--- src/rtl/encoder_period.sv ---
// encoder_period: quadrature encoder front end producing a signed 4x position and a signed A-cycle period
module encoder_period #(
    parameter logic [31:0] TIMEOUT    = 32'd5000000,
    parameter logic [31:0] MIN_PERIOD = 32'd50,
    parameter logic [31:0] PERIOD_MAX = 32'h7fffffff
) (
    input  logic               clk,
    input  logic               reset_n,
    input  logic               enc_a,
    input  logic               enc_b,
    input  logic               pos_clear,
    output logic signed [31:0] period,
    output logic               period_valid,
    output logic signed [31:0] position,
    output logic               moving,
    output logic               quad_error
);
    typedef enum logic {IDLE, RUN} state_t;
    state_t             state, state_nx;
    logic        [31:0] cnt, cnt_nx;
    logic               last_dir, last_dir_nx;
    logic signed [31:0] period_nx;
    logic               period_valid_nx;
    logic               a_m, a_s, a_p, b_m, b_s, b_p;
    logic               a_rise, dir, step_fwd, step_rev, step_err;
    logic        [3:0]  tr;

    assign tr       = {a_p, b_p, a_s, b_s};
    assign step_fwd = (tr == 4'b0010) || (tr == 4'b1011) || (tr == 4'b1101) || (tr == 4'b0100);
    assign step_rev = (tr == 4'b0001) || (tr == 4'b0111) || (tr == 4'b1110) || (tr == 4'b1000);
    assign step_err = (a_p ^ a_s) & (b_p ^ b_s);
    assign a_rise   = !a_p && a_s;
    assign dir      = b_s;
    assign moving   = (state == RUN);

    // two-flop synchronizer per channel plus a previous-value stage for transition decode
    always_ff @(posedge clk or negedge reset_n) begin
        if (!reset_n) begin
            {a_m, a_s, a_p, b_m, b_s, b_p} <= '0;
        end else begin
            a_m <= enc_a;
            a_s <= a_m;
            a_p <= a_s;
            b_m <= enc_b;
            b_s <= b_m;
            b_p <= b_s;
        end
    end

    // 4x position count; clear beats a simultaneous step, double-bit changes flag an error
    always_ff @(posedge clk or negedge reset_n) begin
        if (!reset_n) begin
            position   <= '0;
            quad_error <= 1'b0;
        end else begin
            quad_error <= step_err;
            position   <= pos_clear ? 32'sd0 : step_fwd ? position + 32'sd1 : step_rev ? position - 32'sd1 : position;
        end
    end

    // period state register
    always_ff @(posedge clk or negedge reset_n) begin
        if (!reset_n) begin
            state        <= IDLE;
            cnt          <= '0;
            last_dir     <= 1'b0;
            period       <= PERIOD_MAX;
            period_valid <= 1'b0;
        end else begin
            state        <= state_nx;
            cnt          <= cnt_nx;
            last_dir     <= last_dir_nx;
            period       <= period_nx;
            period_valid <= period_valid_nx;
        end
    end

    // edge acceptance, glitch rejection, reversal and timeout handling
    always_comb begin
        state_nx        = state;
        cnt_nx          = cnt;
        last_dir_nx     = last_dir;
        period_nx       = period;
        period_valid_nx = 1'b0;
        if (state == IDLE) begin
            if (a_rise) begin
                state_nx    = RUN;
                cnt_nx      = 32'd1;
                last_dir_nx = dir;
            end
        end else if (a_rise && cnt >= MIN_PERIOD) begin
            cnt_nx          = 32'd1;
            last_dir_nx     = dir;
            period_valid_nx = (dir == last_dir);
            period_nx       = (dir != last_dir) ? PERIOD_MAX : dir ? -cnt : cnt;
        end else if (!a_rise && cnt >= TIMEOUT) begin
            state_nx  = IDLE;
            cnt_nx    = '0;
            period_nx = PERIOD_MAX;
        end else begin
            cnt_nx = (cnt >= TIMEOUT) ? TIMEOUT : cnt + 32'd1;
        end
    end
endmodule

--- config.mk ---
export PLATFORM = sky130hd
export DESIGN_NAME = encoder_period
export DESIGN_NICKNAME = d
export VERILOG_FILES = /design/src/rtl/encoder_period.sv
export SDC_FILE = /design/constraint.sdc
export NUM_CORES = 1
export LEC_CHECK = 0
export CELL_PAD_IN_SITES_DETAIL_PLACEMENT = 1
export CELL_PAD_IN_SITES_GLOBAL_PLACEMENT = 1
export CORE_ASPECT_RATIO = 0.8
export CORE_UTILIZATION = 47
export DETAILED_ROUTE_END_ITERATION = 12
export PLACE_DENSITY = 0.86
export SYNTH_ARGS = -nofsm -noshare
export SYNTH_HDL_FRONTEND = slang
export SYNTH_SLANG_ARGS = --single-unit
--- constraint.sdc ---
create_clock -name clk -period 5.43 [get_ports clk]
set_input_delay 1.086 -clock clk [delete_from_list [all_inputs] [get_ports clk]]
set_output_delay 1.086 -clock clk [all_outputs]
set_load 0.05 [all_outputs]
==> impl_metrics.json <==
{
  "outcome": "finished clean",
  "synth_edf_count": 0,
  "max_stage_delay_ns": 0.79,
  "hold_path_class": "flip-flop to flip-flop",
  "p_leak_nw": 3.52,
  "start_util": 0.480,
  "r2r-end": "position[31]",
  "gp_congestion": 0.880,
  "p_clk_frac": 0.152,
  "avgSynthCellArea_um2": 8.78,
  "dr.pass1.iters": 5,
  "period_share": 0.796,
  "vias_per_cell": 6.09,
  "hold_viol": 0,
  "r2r_start": "b_s",
  "setup_viol": 0,
  "critPathCapture": "position[31]",
  "area_growth_pct": 15.5,
  "r2r_cells": 12,
  "rsz0062_at_grt": "no",
  "cts.sinks": 106,
  "slew_headroom": 0.132,
  "ys.flop_type": "dfrtp_1",
  "arrival_ns": 4.57,
  "netSwitchingFraction": 0.481,
  "yosysTopAreaCell": "dfrtp_1",
  "ys_ff_latch": 106,
  "syn_area_mm2": 0.00684,
  "cp_slowest_cell": "o31ai_1",
  "path_depth": 12,
  "finalMaxSlewViolations": 0,
  "drc": 0,
  "grt_pass1_vias": 6399,
  "cts_max_level": 3,
  "cts_resized": 0,
  "worst_pin_slew_ns": 1.30,
  "routed_wirelength_mm": 19.9,
  "syn_inst": 779,
  "finalCriticalPeriod_ns": 4.32,
  "crit_type": "flip-flop to flip-flop",
  "critical-path-top-delay-family": "compound AO/OA/AOI/OAI gates",
  "ioPinCount": 72,
  "grt_max_degree": 75,
  "max_freq_mhz": 231,
  "root_buffer": "clkbuf_16",
  "grt_antenna_before_repair": 0,
  "antenna-diode-count": 0,
  "crit_start": "b_s",
  "worstSkewPairLatency_ns": 0.36,
  "final_nets": 857,
  "async_flop_share": 1.00,
  "ys_types": 62,
  "port_buffers": 71,
  "post-cts-setup-buffer-count": 0,
  "row_count": 39,
  "synth_top_cell_area_share": 0.274,
  "ant_nets": 0,
  "power.internal_mw": 2.33,
  "grt_usage": 0.283,
  "required_ns": 5.68,
  "end_kind": "flip-flop",
  "hold-path-cell-count": 0,
  "cts_max_path_buffers": 2,
  "clk_pin_slew_ns": 0.07,
  "crit_path_start_kind": "flip-flop",
  "p_comb_frac": 0.578,
  "synth_area_leaders": "dfrtp_1 27%, dfstp_2 12%, ha_1 6.2%",
  "dieArea_mm2": 0.0150,
  "critPathBufInv": 2,
  "num_vias": 6129,
  "dp_cells": 990,
  "grt_overflow": 0,
  "crit_top_cell": "o21ai_0",
  "cts_buffers": 9,
  "hpwl_mm": 14.3,
  "p_seq_frac": 0.270,
  "cap_violations": 0,
  "drt-wirelength-per-cell_um": 19.8,
  "die_height_um": 110,
  "ys_seq_area_frac": 0.393,
  "p_per_area_mw_per_mm2": 568,
  "synth_most_common_cell": "nor2_1",
  "instances_no_fill": 1006,
  "crit_fanout": 36,
  "reg2reg_slack_ns": 1.11,
  "grt_pass1_wl_mm": 32.8,
  "crit_chain": "buf_4, xnor2_1, and2_1, inv_1, ha_1, o21ai_0, o21ai_0, nand3_1, o31ai_1, a31oi_1, mux2i_1, mux2_2",
  "clock_skew_ns": 0.00635,
  "drtIter0Drc": 341,
  "coreArea_mm2": 0.0142,
  "cts_tree": "yes",
  "tns_ns": 0,
  "switchingPower_mw": 2.16,
  "peakVddDrop_mv": 0.258,
  "drive_gt1_frac": 0.0827,
  "ctsHoldBuffers": 0,
  "ys_warn_count": 0,
  "die_w_um": 137,
  "ys_top_cells_by_count": "83 x nor2_1, 81 x a21oi_1, 78 x nand2_1",
  "synth_fp_nets": 819
}
==> power by group through the flow <==
stage	Sequential, mW	Combinational, mW	Clock [mW]
CTS	1.21	2.58	0.693
global route	1.24	2.80	0.726
floorplan	1.66	1.40	0
global placement	1.21	2.47	0
detailed placement	1.22	2.56	0
finish	1.21	2.60	0.684
==> final cells by class <==
type	instances	area [µm²]
fillers	1666	6340
repair buffers	78	761
flip-flops and latches	106	2690
clock buffers	12	246
multi-input cells	599	3840
inverters	23	86.3
clock inverters	4	50.0
well taps	184	230
==> how the worst min path moves through the flow <==
stage	start	end	slack, ns
after floorplan	a_m	a_s	0.33
after global routing	b_m	b_s	0.35
final	b_m	b_s	0.35
after detailed placement	b_m	b_s	0.34
after CTS	b_m	b_s	0.35
after global placement	b_m	b_s	0.34
==> metrics by stage <==
step	hold slack (ns)	setup slack (ns)	total power [mW]	area [µm²]	utilization
floorplan	0.331	1.82	3.06	6840	-
global placement	0.336	1.31	3.68	7610	0.534
detailed placement	0.337	1.16	3.78	7610	0.534
CTS	0.353	1.16	4.48	7900	0.555
global route	0.355	0.798	4.77	7900	0.555
finish	0.350	1.11	4.49	7900	0.555
==> layout by cell type (no fill, tap or decap), types with 23 or more instances in the layout <==
cell type / count
a21oi_1: 81
clkdlybuf4s50_1: 70
dfrtp_1: 75
dfstp_2: 31
ha_1: 34
inv_1: 23
nand2_1: 78
nand3_1: 28
nor2_1: 82
o21ai_0: 30
xnor2_1: 27
xor2_1: 34
==> per-layer routing <==
layer	share of wire	vias to the layer above	GRT usage
met5	0	-	0
met1	0.46	3071	0.378
met3	0.056	23	0.0539
li1	-	2849	-
met2	0.47	186	0.466
met4	0.014	0	0.0879
==> flip-flops by register name, indices dropped and copies added, names as in the netlist <==
name,count
period_valid,1
position,32
a_p,1
b_m,1
b_s,1
a_m,1
last_dir,1
a_s,1
cnt,32
b_p,1
moving,1
period,32
quad_error,1
==> kinds of logic (layout without fill, tap and decap cells) <==
group | count (synthesis) | in the layout | share of synthesized area
compound gates | 210 | 210 | 0.196
buf+inv | 74 | 117 | 0.0466
fa+ha+maj | 35 | 35 | 0.0651
flops | 106 | 106 | 0.393
simple gates | 271 | 271 | 0.189
xor+xnor | 61 | 61 | 0.0781
mux | 22 | 22 | 0.0326
Note: power is estimated with default switching activity, not from simulation.
